## config.mk

```make
export PLATFORM = sky130hd
export DESIGN_NAME = pu_mac_stream_flat
export DESIGN_NICKNAME = d
export VERILOG_FILES = /design/src/rtl/pu_pkg.sv /design/src/rtl/pu_mac_stream_if.sv /design/src/rtl/pu_adder_tree.sv /design/src/rtl/pu_mac_stream.sv /design/src/flat_wrapper.sv
export SDC_FILE = /design/constraint.sdc
export NUM_CORES = 1
export LEC_CHECK = 0
export CAP_MARGIN = 25
export CORE_UTILIZATION = 25
export DETAILED_ROUTE_END_ITERATION = 7
export PLACE_DENSITY = 0.46
export SKIP_LAST_GASP = 1
export SYNTH_ARGS = -nofsm -noshare
export SYNTH_HDL_FRONTEND = slang
export SYNTH_SLANG_ARGS = --single-unit
```

## constraint.sdc

```tcl
create_clock -name clk -period 6.2 [get_ports clk]
set_clock_uncertainty 0.1 [all_clocks]
set_input_delay 1.86 -clock clk [delete_from_list [all_inputs] [get_ports clk]]
set_output_delay 1.86 -clock clk [all_outputs]
set_load 0.005 [all_outputs]
```

## src/rtl/pu_pkg.sv

```systemverilog
// Shared types and the output activation for the streaming MAC processing unit.
package pu_pkg;

  typedef enum logic [1:0] {
    COLLECT = 2'd0,
    FLUSH   = 2'd1,
    HOLD    = 2'd2
  } state_t;

  localparam logic MODE_RELU   = 1'b0;
  localparam logic MODE_LINEAR = 1'b1;

  // Shift, optional ReLU, then clamp to the signed data_w range; works on a 64-bit carrier.
  function automatic logic signed [63:0] sat_act(input logic signed [63:0] s_in,
                                                 input int shift,
                                                 input int data_w,
                                                 input logic mode);
    logic signed [63:0] s;
    logic signed [63:0] hi;
    logic signed [63:0] lo;
    s  = s_in >>> shift;
    hi = (64'sd1 <<< (data_w - 1)) - 64'sd1;
    lo = -(64'sd1 <<< (data_w - 1));
    if (mode != MODE_LINEAR && s <= 64'sd0) return '0;
    if (s > hi) return hi;
    if (s < lo) return lo;
    return s;
  endfunction

endpackage

```

## src/rtl/pu_mac_stream_if.sv

```systemverilog
// Input beat stream and result handshake between the network controller and the MAC unit.
interface pu_mac_stream_if #(
  parameter int DATA_W = 5,
  parameter int LANES  = 4
);
  logic                      in_valid;
  logic                      in_ready;
  logic [LANES*DATA_W-1:0]   x_in;
  logic [LANES*DATA_W-1:0]   w_in;
  logic                      mode;
  logic                      out_valid;
  logic                      out_ready;
  logic [DATA_W-1:0]         out_value;
  logic                      zero_flag;

  modport master (
    output in_valid, x_in, w_in, mode, out_ready,
    input  in_ready, out_valid, out_value, zero_flag
  );

  modport slave (
    input  in_valid, x_in, w_in, mode, out_ready,
    output in_ready, out_valid, out_value, zero_flag
  );
endinterface

```

## src/rtl/pu_adder_tree.sv

```systemverilog
// Combinational signed sum of LANES packed products, sign-extended to OUT_W.
import pu_pkg::*;

module pu_adder_tree #(
  parameter int LANES = 4,
  parameter int IN_W  = 10,
  parameter int OUT_W = 13
) (
  input  logic [LANES*IN_W-1:0] prods,
  output logic signed [OUT_W-1:0] sum
);

  always_comb begin
    sum = '0;
    for (int i = 0; i < LANES; i++) begin
      sum = sum + OUT_W'(signed'(prods[i*IN_W +: IN_W]));
    end
  end

endmodule

```

## src/rtl/pu_mac_stream.sv

```systemverilog
// One neuron evaluation: streamed LANES-wide products accumulated over BEATS, then activated and held.
import pu_pkg::*;

module pu_mac_stream #(
  parameter int DATA_W = 5,
  parameter int LANES  = 4,
  parameter int BEATS  = 1,
  parameter int SHIFT  = 0,
  parameter int ACC_W  = 2*DATA_W + $clog2(LANES*BEATS) + 1
) (
  input logic             clk,
  input logic             rst,
  pu_mac_stream_if.slave  bus
);

  localparam int PW    = 2*DATA_W;
  localparam int CNT_W = (BEATS > 1) ? $clog2(BEATS) : 1;
  localparam logic [CNT_W-1:0] LAST_CNT = CNT_W'(BEATS - 1);

  state_t                   state;
  state_t                   state_nxt;
  logic [CNT_W-1:0]         beat_cnt;
  logic                     beat;
  logic                     in_ready;
  logic                     mode_r;
  logic [LANES*PW-1:0]      prod_p1;
  logic                     p_vld;
  logic                     p_last;
  logic signed [ACC_W-1:0]  tree_sum;
  logic signed [ACC_W-1:0]  acc;
  logic signed [ACC_W-1:0]  flush_sum;
  logic signed [63:0]       wide_sum;
  logic signed [63:0]       act_full;
  logic [DATA_W-1:0]        act;
  logic                     out_valid;
  logic [DATA_W-1:0]        out_value;
  logic                     zero_flag;

  assign beat = bus.in_valid && in_ready;

  always_ff @(posedge clk) begin
    if (!rst) state <= COLLECT;
    else      state <= state_nxt;
  end

  always_comb begin
    state_nxt = state;
    case (state)
      COLLECT: if (beat && beat_cnt == LAST_CNT) state_nxt = FLUSH;
      FLUSH:   state_nxt = HOLD;
      HOLD:    if (bus.out_ready) state_nxt = COLLECT;
      default: state_nxt = COLLECT;
    endcase
  end

  always_comb begin
    in_ready = (state == COLLECT);
  end

  // Stage p1: per-lane products registered on each accepted beat
  always_ff @(posedge clk) begin
    if (beat) begin
      for (int i = 0; i < LANES; i++) begin
        prod_p1[i*PW +: PW] <= PW'(signed'(bus.x_in[i*DATA_W +: DATA_W]))
                             * PW'(signed'(bus.w_in[i*DATA_W +: DATA_W]));
      end
    end
  end

  pu_adder_tree #(
    .LANES (LANES),
    .IN_W  (PW),
    .OUT_W (ACC_W)
  ) u_tree (
    .prods (prod_p1),
    .sum   (tree_sum)
  );

  // Stage p2: the last beat's products join the accumulator only inside the flush result
  assign flush_sum = acc + tree_sum;
  assign wide_sum  = 64'(flush_sum);
  assign act_full  = sat_act(wide_sum, SHIFT, DATA_W, mode_r);
  assign act       = DATA_W'(act_full);

  always_ff @(posedge clk) begin
    if (!rst) begin
      beat_cnt  <= '0;
      mode_r    <= MODE_RELU;
      p_vld     <= 1'b0;
      p_last    <= 1'b0;
      acc       <= '0;
      out_valid <= 1'b0;
      out_value <= '0;
      zero_flag <= 1'b0;
    end else begin
      p_vld <= beat;
      if (beat) begin
        p_last <= (beat_cnt == LAST_CNT);
        if (beat_cnt == '0) mode_r <= bus.mode;
        if (beat_cnt == LAST_CNT) beat_cnt <= '0;
        else                      beat_cnt <= beat_cnt + CNT_W'(1);
      end
      if (state == FLUSH) begin
        out_value <= act;
        zero_flag <= (act == '0);
        out_valid <= 1'b1;
        acc       <= '0;
      end else if (p_vld && !p_last) begin
        acc <= flush_sum;
      end
      if (state == HOLD && bus.out_ready) out_valid <= 1'b0;
    end
  end

  assign bus.in_ready  = in_ready;
  assign bus.out_valid = out_valid;
  assign bus.out_value = out_value;
  assign bus.zero_flag = zero_flag;

endmodule

```

## src/flat_wrapper.sv

```systemverilog
// flat-port wrapper written by rule: the top's interface ports become plain ports
module pu_mac_stream_flat 
#(
  parameter int DATA_W = 5,
  parameter int LANES  = 4,
  parameter int BEATS  = 1,
  parameter int SHIFT  = 0,
  parameter int ACC_W  = 2*DATA_W + $clog2(LANES*BEATS) + 1
)
  (clk, rst, bus_in_valid, bus_x_in, bus_w_in, bus_mode, bus_out_ready, bus_in_ready, bus_out_valid, bus_out_value, bus_zero_flag);
  pu_mac_stream_if #(.DATA_W(DATA_W), .LANES(LANES)) bus_i ();
  input logic clk;
  input logic rst;
  input wire logic [$bits(bus_i.in_valid)-1:0] bus_in_valid;
  input wire logic [$bits(bus_i.x_in)-1:0] bus_x_in;
  input wire logic [$bits(bus_i.w_in)-1:0] bus_w_in;
  input wire logic [$bits(bus_i.mode)-1:0] bus_mode;
  input wire logic [$bits(bus_i.out_ready)-1:0] bus_out_ready;
  output wire logic [$bits(bus_i.in_ready)-1:0] bus_in_ready;
  output wire logic [$bits(bus_i.out_valid)-1:0] bus_out_valid;
  output wire logic [$bits(bus_i.out_value)-1:0] bus_out_value;
  output wire logic [$bits(bus_i.zero_flag)-1:0] bus_zero_flag;
  assign bus_i.in_valid = bus_in_valid;
  assign bus_i.x_in = bus_x_in;
  assign bus_i.w_in = bus_w_in;
  assign bus_i.mode = bus_mode;
  assign bus_i.out_ready = bus_out_ready;
  assign bus_in_ready = bus_i.in_ready;
  assign bus_out_valid = bus_i.out_valid;
  assign bus_out_value = bus_i.out_value;
  assign bus_zero_flag = bus_i.zero_flag;
  pu_mac_stream #(.DATA_W(DATA_W), .LANES(LANES), .BEATS(BEATS), .SHIFT(SHIFT), .ACC_W(ACC_W)) u_core (.clk(clk), .rst(rst), .bus(bus_i));
endmodule
```

==> impl_results.md, run 1 <==
* Top cell type's share of synthesized area at 0.2773
* Synth Cell Area at 7437 sq um
* Prevailing post-synth register cell: edfxtp_1
* Max clock buf depth at 2
* Crit path max-delay family: adder cells
* Period utilization at 0.8687
* Unique masters post-synth at 50
* CP Launch Type: input pin
* Post-synth EDFFs at 40
* Async S/R FF share, synth at 0
* Synthesis-to-layout area growth at 17.45%
* Hold_buf cts at 0
* Die area at 30440 sq um
* Required @ worst endpoint at 6.19 ns
* Syn nets at 975
* Fin nets at 1034
* Die H at 174.5 microns
* Die width at 174.5 microns
* Initial core utilization at 0.2563
* RSZ-0062 raised after global routing: false
* FF-to-FF setup slack at 1.35 ns
* Total number of vias at 4907
* Clock transition at path regs at 0.05 ns
* R2R cell count at 15
* CP most frequent cell: fa_1
* Drt wl/cell at 11.95 microns
* Critical R2R Launch: u_core.prod_p1[1]
* First-pass GRT wire length at 25220 microns
* Endpoint class of the critical path: register
* Fillers at 3100
* Leading post-synthesis cells by cell area: fa_1, edfxtp_1, ha_1, inv_1, dfxtp_1
* Synth area leader: fa_1
* Core Area at 29010 sq um
* Most frequent cells in the layout: inv_1, fa_1, ha_1
* Commonest non-fill, non-tap cell in the layout: inv_1
* Number of DRC markers in iteration 0 at 150
* Total CTS buffers at 9
* Postcts setup bufs at 0
* Drt pass-1 iters at 4
* Total grt overflow at 0
* DRC viols at 0
* CP max FO at 6
* Vias in the first global route at 5232
* PostCTS Resize Cnt at 0
* Clock root buffer: clkbuf_16
* Sink of the worst hold path: u_core.bus.out_value[2]
* Outcome: completed
* Slew margin rel. at 0.3589
* Htree depth at 3
* Avg Synthesized Cell Area at 9.864 sq um
* Clock Latency Late Sink at 0.34 ns
* WP data arrival at 5.37 ns
* Vias per cell at 4.082
* RePlAce Congestion at 0.7918
* Crit path buffers/inverters at 3
* Slew @ Worst Pin at 0.9597 ns
* DP HPWL at 12290 microns
* CP max stage delay at 0.59 ns
* HP Start: u_core.bus.out_value[2]
* Final setup fails at 0
* Port Buf Inserts at 52
* Hold depth at 2
* Total GRT Usage at 0.1029
* Crit path depth at 13
* Num rows at 62
* Clock sinks at 65
* Initial antenna violation count at 0
* Ys Warns at 0
* CTS tree: yes
* Inserted Diodes at 0
* Final hold viol count at 0
* Max Clk Rate at 185.7 MHz
* Routed WL at 14360 microns
* RR Endpoint: u_core.bus.zero_flag
* CP Cell Sequence: clkdlybuf4s50_1 > nor2b_1 > fa_1 > fa_1 > inv_1 > fa_1 > inv_1 > ha_1 > a21o_1 > a21oi_1 > o21bai_1 > a21oi_1 > xnor2_1
* Kind of critical path: in2reg
* Sequential fraction of the synthesis area at 0.2288
* TNS Setup at 0 ns
* Remaining antenna violation count at 0
* Final worst path period need at 5.386 ns
* # IOs at 53
* Pin count of the biggest net entering global routing at 43
* Number of synthesized register bits at 65
* Max-Cap Viols at 0
* Final max-slew violation count at 0
* Hold Crit Class: reg2reg
* Post-Synthesis Cells at 754
* Slowest CP cell: clkdlybuf4s50_1
* Layout cells sized above 1 at 0.03545
==> cell usage after synthesis (all sizes together), types with 9 or more instances <==
| cell | number |
|---|---|
| ha | 73 |
| fa | 103 |
| xor2 | 9 |
| nand2 | 59 |
| inv | 184 |
| xnor2 | 44 |
| o21ai | 15 |
| o21bai | 11 |
| edfxtp | 40 |
| a21o | 12 |
| nand2b | 15 |
| nor2 | 17 |
| dfxtp | 25 |
| a21oi | 37 |
| and2 | 52 |
==> worst max path at each step <==
stage / endpoint / start / slack (ns)
after global placement: u_core.prod_p1[8] / bus_w_in[4] / 0.50
after global routing: u_core.prod_p1[8] / bus_w_in[4] / 0.57
after floorplan: u_core.prod_p1[8] / bus_w_in[3] / 1.20
final: u_core.prod_p1[8] / bus_w_in[4] / 0.81
after detailed placement: u_core.prod_p1[8] / bus_w_in[4] / 0.45
after CTS: u_core.prod_p1[8] / bus_w_in[4] / 0.80
==> cell families (layout without fill, tap and decap cells) <==
group                    Yosys count  in the layout  share of synthesized area
flip-flops                        65             65                     0.2288
AND/OR/NAND/NOR                  173            173                     0.1221
XOR/XNOR                          53             53                    0.06343
adder cells (fa/ha/maj)          176            176                     0.4001
multiplexers                       2              2                   0.002860
AO/OA/AOI/OAI                     96             96                    0.08715
buffers and inverters            189            253                    0.09556
==> metal layers <==
layer | part of all wire | up-vias | global-route usage
li1 | - | 2473 | -
met1 | 0.48 | 2384 | 0.1341
met2 | 0.49 | 41 | 0.1748
met3 | 0.019 | 9 | 0.01662
met4 | 0.015 | 0 | 0.02924
met5 | 0 | - | 0
==> tightest hold or removal path: cells and delay by family, from the launching register on <==
kind | cells | cell delay (ns)
AO/OA/AOI/OAI | 1 | 0.05
flip-flops | 1 | 0.31
AND/OR/NAND/NOR | 1 | 0.05
==> state kept, by name (all words and copies together) (netlist names) <==
name / flops
u_core.bus.out_value: 5
u_core.state: 2
u_core.p_vld: 1
u_core.mode_r: 1
u_core.bus.out_valid: 1
u_core.p_last: 1
u_core.prod_p1: 40
u_core.bus.zero_flag: 1
u_core.acc: 13
==> per-stage QoR <==
| step | cell area, sq um | hold WS [ns] | worst slack [ns] | utilization | instances |
|---|---|---|---|---|---|
| after floorplan | 7437 | 0.3363 | 1.198 | - | 754 |
| after global placement | 8419 | 0.3409 | 0.4994 | 0.2902 | 1185 |
| after detailed placement | 8419 | 0.3445 | 0.4465 | 0.2902 | 1185 |
| after CTS | 8715 | 0.3522 | 0.8042 | 0.3004 | 1201 |
| after global routing | 8735 | 0.3811 | 0.5714 | 0.3011 | 1202 |
| final | 8735 | 0.3467 | 0.8142 | 0.3011 | 1202 |
==> cell type report <==
class / count / area [sq um] / share of cell area
multi-input cells: 500 / 5026 / 0.5754
flip-flops and latches: 65 / 1702 / 0.1948
inverters: 184 / 690.7 / 0.07907
repair buffers: 53 / 540.5 / 0.06188
well taps: 384 / 480.5 / 0.05501
clock buffers: 10 / 229.0 / 0.02621
clock inverters: 6 / 66.31 / 0.007592
Power of run 1 is left out: the tool's default activity adds up to more than one toggle a clock period on the data nets, which glitch-free logic cannot reach.
==> inputs of run 2 (changes only) <==
Settings changed: CORE_UTILIZATION 25 to 45, PLACE_DENSITY 0.46 to 0.69.
==> run 2 against run 1 <==
  * Routed wire length fell by 8.9%
  * Maximum frequency decreased by 0.57%
  * Hold slack improved by 0.0031 ns
  * Via count is 1.6% higher
  * Flip-flop and latch count unchanged
  * Register-to-register slack better by 0.05 ns
  * Die area decreased by 44%
  * Sequential share of layout area grew 0.43 points
  * Count of clock-buffer cells in the layout did not move
  * Global-route usage rose by 7.2 points
  * Setup slack worse by 0.031 ns
  * Critical endpoint unchanged
  * Largest cell class unchanged
==> impl_results.md, run 2 (synthesis results as in run 1) <==
* Clock transition at path regs at 0.05 ns (about the same)
* Slowest CP cell: clkdlybuf4s50_1
* Pin count of the biggest net entering global routing at 43 (unchanged)
* Die area at 17040 sq um (-44%)
* Number of DRC markers in iteration 0 at 263 (+75%)
* Inserted Diodes at 0 (unchanged)
* Max reg flops at 40 (unchanged)
* DP HPWL at 11100 microns (-9.7%)
* Final setup fails at 0 (unchanged)
* Total CTS buffers at 9 (unchanged)
* CP max FO at 6 (unchanged)
* Final hold viol count at 0 (unchanged)
* Vias per cell at 4.825 (+18%)
* Hold Crit Class: reg2reg
* Fin nets at 1033 (-0.097%)
* Routed WL at 13090 microns (-8.9%)
* Period utilization at 0.8736 (+0.004938)
* Final max-slew violation count at 0 (unchanged)
* Synthesis-to-layout area growth at 14.89%
* DRC viols at 0 (unchanged)
* Num rows at 46 (-26%)
* Clock Latency Late Sink at 0.32 ns (-0.02 ns)
* Hold depth at 2 (unchanged)
* PostCTS Resize Cnt at 0 (unchanged)
* CTS tree: yes
* RSZ-0062 raised after global routing: false
* Largest regs: u_core.prod_p1: 40 flops, u_core.acc: 13 flops, u_core.bus.out_value: 5 flops
* Kind of critical path: in2reg
* Final instance area at 8544 sq um (-2.2%)
* Commonest non-fill, non-tap cell in the layout: inv_1
* Initial antenna violation count at 0 (unchanged)
* RePlAce Congestion at 0.8566 (+8.2%)
* Clock root buffer: clkbuf_16
* Fillers at 1468 (-53%)
* First-pass GRT wire length at 23520 microns (-6.7%)
* CP Launch Type: input pin
* TNS Setup at 0 ns (unchanged)
* Hold_buf cts at 0 (unchanged)
* CP Cell Sequence: clkdlybuf4s50_1 > nor2b_1 > fa_1 > fa_1 > inv_1 > fa_1 > inv_1 > ha_1 > a21o_1 > a21oi_1 > o21bai_1 > a21oi_1 > xnor2_1
* Slew margin rel. at 0.3643 (+0.005450)
* Most frequent cells in the layout: inv_1, fa_1, ha_1
* Vias in the first global route at 5193 (-0.75%)
* Endpoint class of the critical path: register
* Max clock buf depth at 2 (unchanged)
* Port Buf Inserts at 52 (unchanged)
* Max Clk Rate at 184.6 MHz (-0.57%)
* R2R cell count at 15 (unchanged)
* Crit path depth at 13 (unchanged)
* Die H at 130.6 microns (-25%)
* Max-Cap Viols at 0 (unchanged)
* Crit path max-delay family: adder cells
* Drt wl/cell at 12.67 microns (+6.0%)
* Layout cells sized above 1 at 0.03305 (-0.002405)
* Slew @ Worst Pin at 0.9535 ns (-0.006200 ns)
* Final worst path period need at 5.416 ns (+0.03061 ns)
* Required @ worst endpoint at 6.18 ns (about the same)
* # IOs at 53 (unchanged)
* CP most frequent cell: fa_1
* Remaining antenna violation count at 0 (unchanged)
* Htree depth at 3 (unchanged)
* Total GRT Usage at 0.1745 (+0.07155)
* Multi-input combinational cell area at 5026 sq um (unchanged)
* Total grt overflow at 0 (unchanged)
* Crit path buffers/inverters at 3 (unchanged)
* Top reg by flops: u_core.prod_p1
* Die width at 130.6 microns (-25%)
* Outcome: completed
* WP data arrival at 5.39 ns (+0.02 ns)
* Reg area at 1702 sq um (unchanged)
* CP max stage delay at 0.59 ns (about the same)
* Drt pass-1 iters at 4 (unchanged)
* Total number of vias at 4984 (+1.6%)
* Core Area at 16000 sq um (-45%)
* Post-DP Area at 8209 sq um (-2.5%)
* Postcts setup bufs at 0 (unchanged)
* Initial core utilization at 0.4648 (+0.2085)
* Clock sinks at 65 (unchanged)
[run 2: cell types whose count changed in the layout (fill, tap and decap cells not counted)]
cell	previous run	this run
inv_6	1	0
buf_12	1	0
bufinv_16	1	3
clkinv_1	0	1
clkinvlp_4	3	1
[run 2: final timing paths]
check,slack (ns),to,from
worst max-delay path,0.78,u_core.prod_p1[8],bus_w_in[4]
worst min register to register,0.35,u_core.bus.out_value[0],u_core.bus.out_value[0]
worst min-delay path,0.35,u_core.bus.out_value[0],u_core.bus.out_value[0]
worst max register to register,1.40,u_core.bus.zero_flag,u_core.prod_p1[1]
[run 2: per-stage QoR]
| step | utilization | std cells | setup slack, ns | hold slack [ns] |
|---|---|---|---|---|
| finish | 0.5340 | 1033 | 0.7835 | 0.3497 |
| global route | 0.5340 | 1033 | 0.5493 | 0.3780 |
| CTS | 0.5340 | 1033 | 0.7760 | 0.3560 |
| detailed placement | 0.5131 | 1017 | 0.4280 | 0.3486 |
| global placement | 0.5131 | 1017 | 0.5304 | 0.3377 |
| floorplan | - | 754 | 1.198 | 0.3363 |
[run 2: cell type report]
type	instances	share of cell area
Tap cell	216	0.03163
Timing Repair Buffer	52	0.06092
Clock buffer	10	0.02680
Sequential cell	65	0.1992
Multi-Input combinational cell	500	0.5882
Inverter	184	0.08083
Clock inverter	6	0.01245
[run 2: routing by layer]
metal | share of wire | wire length, microns | GRT usage
met1 | 0.48 | 6243 | 0.2388
met4 | 0.014 | 178 | 0.04057
met2 | 0.49 | 6374 | 0.3003
met5 | 0 | 0 | 0
met3 | 0.022 | 289 | 0.01547
[run 2: worst min-delay path: stages (launching register included)]
cell	delay (ns)
dfxtp_1	0.31
nand2_1	0.05
o21ai_1	0.05
Power of run 2 is left out for the same reason.
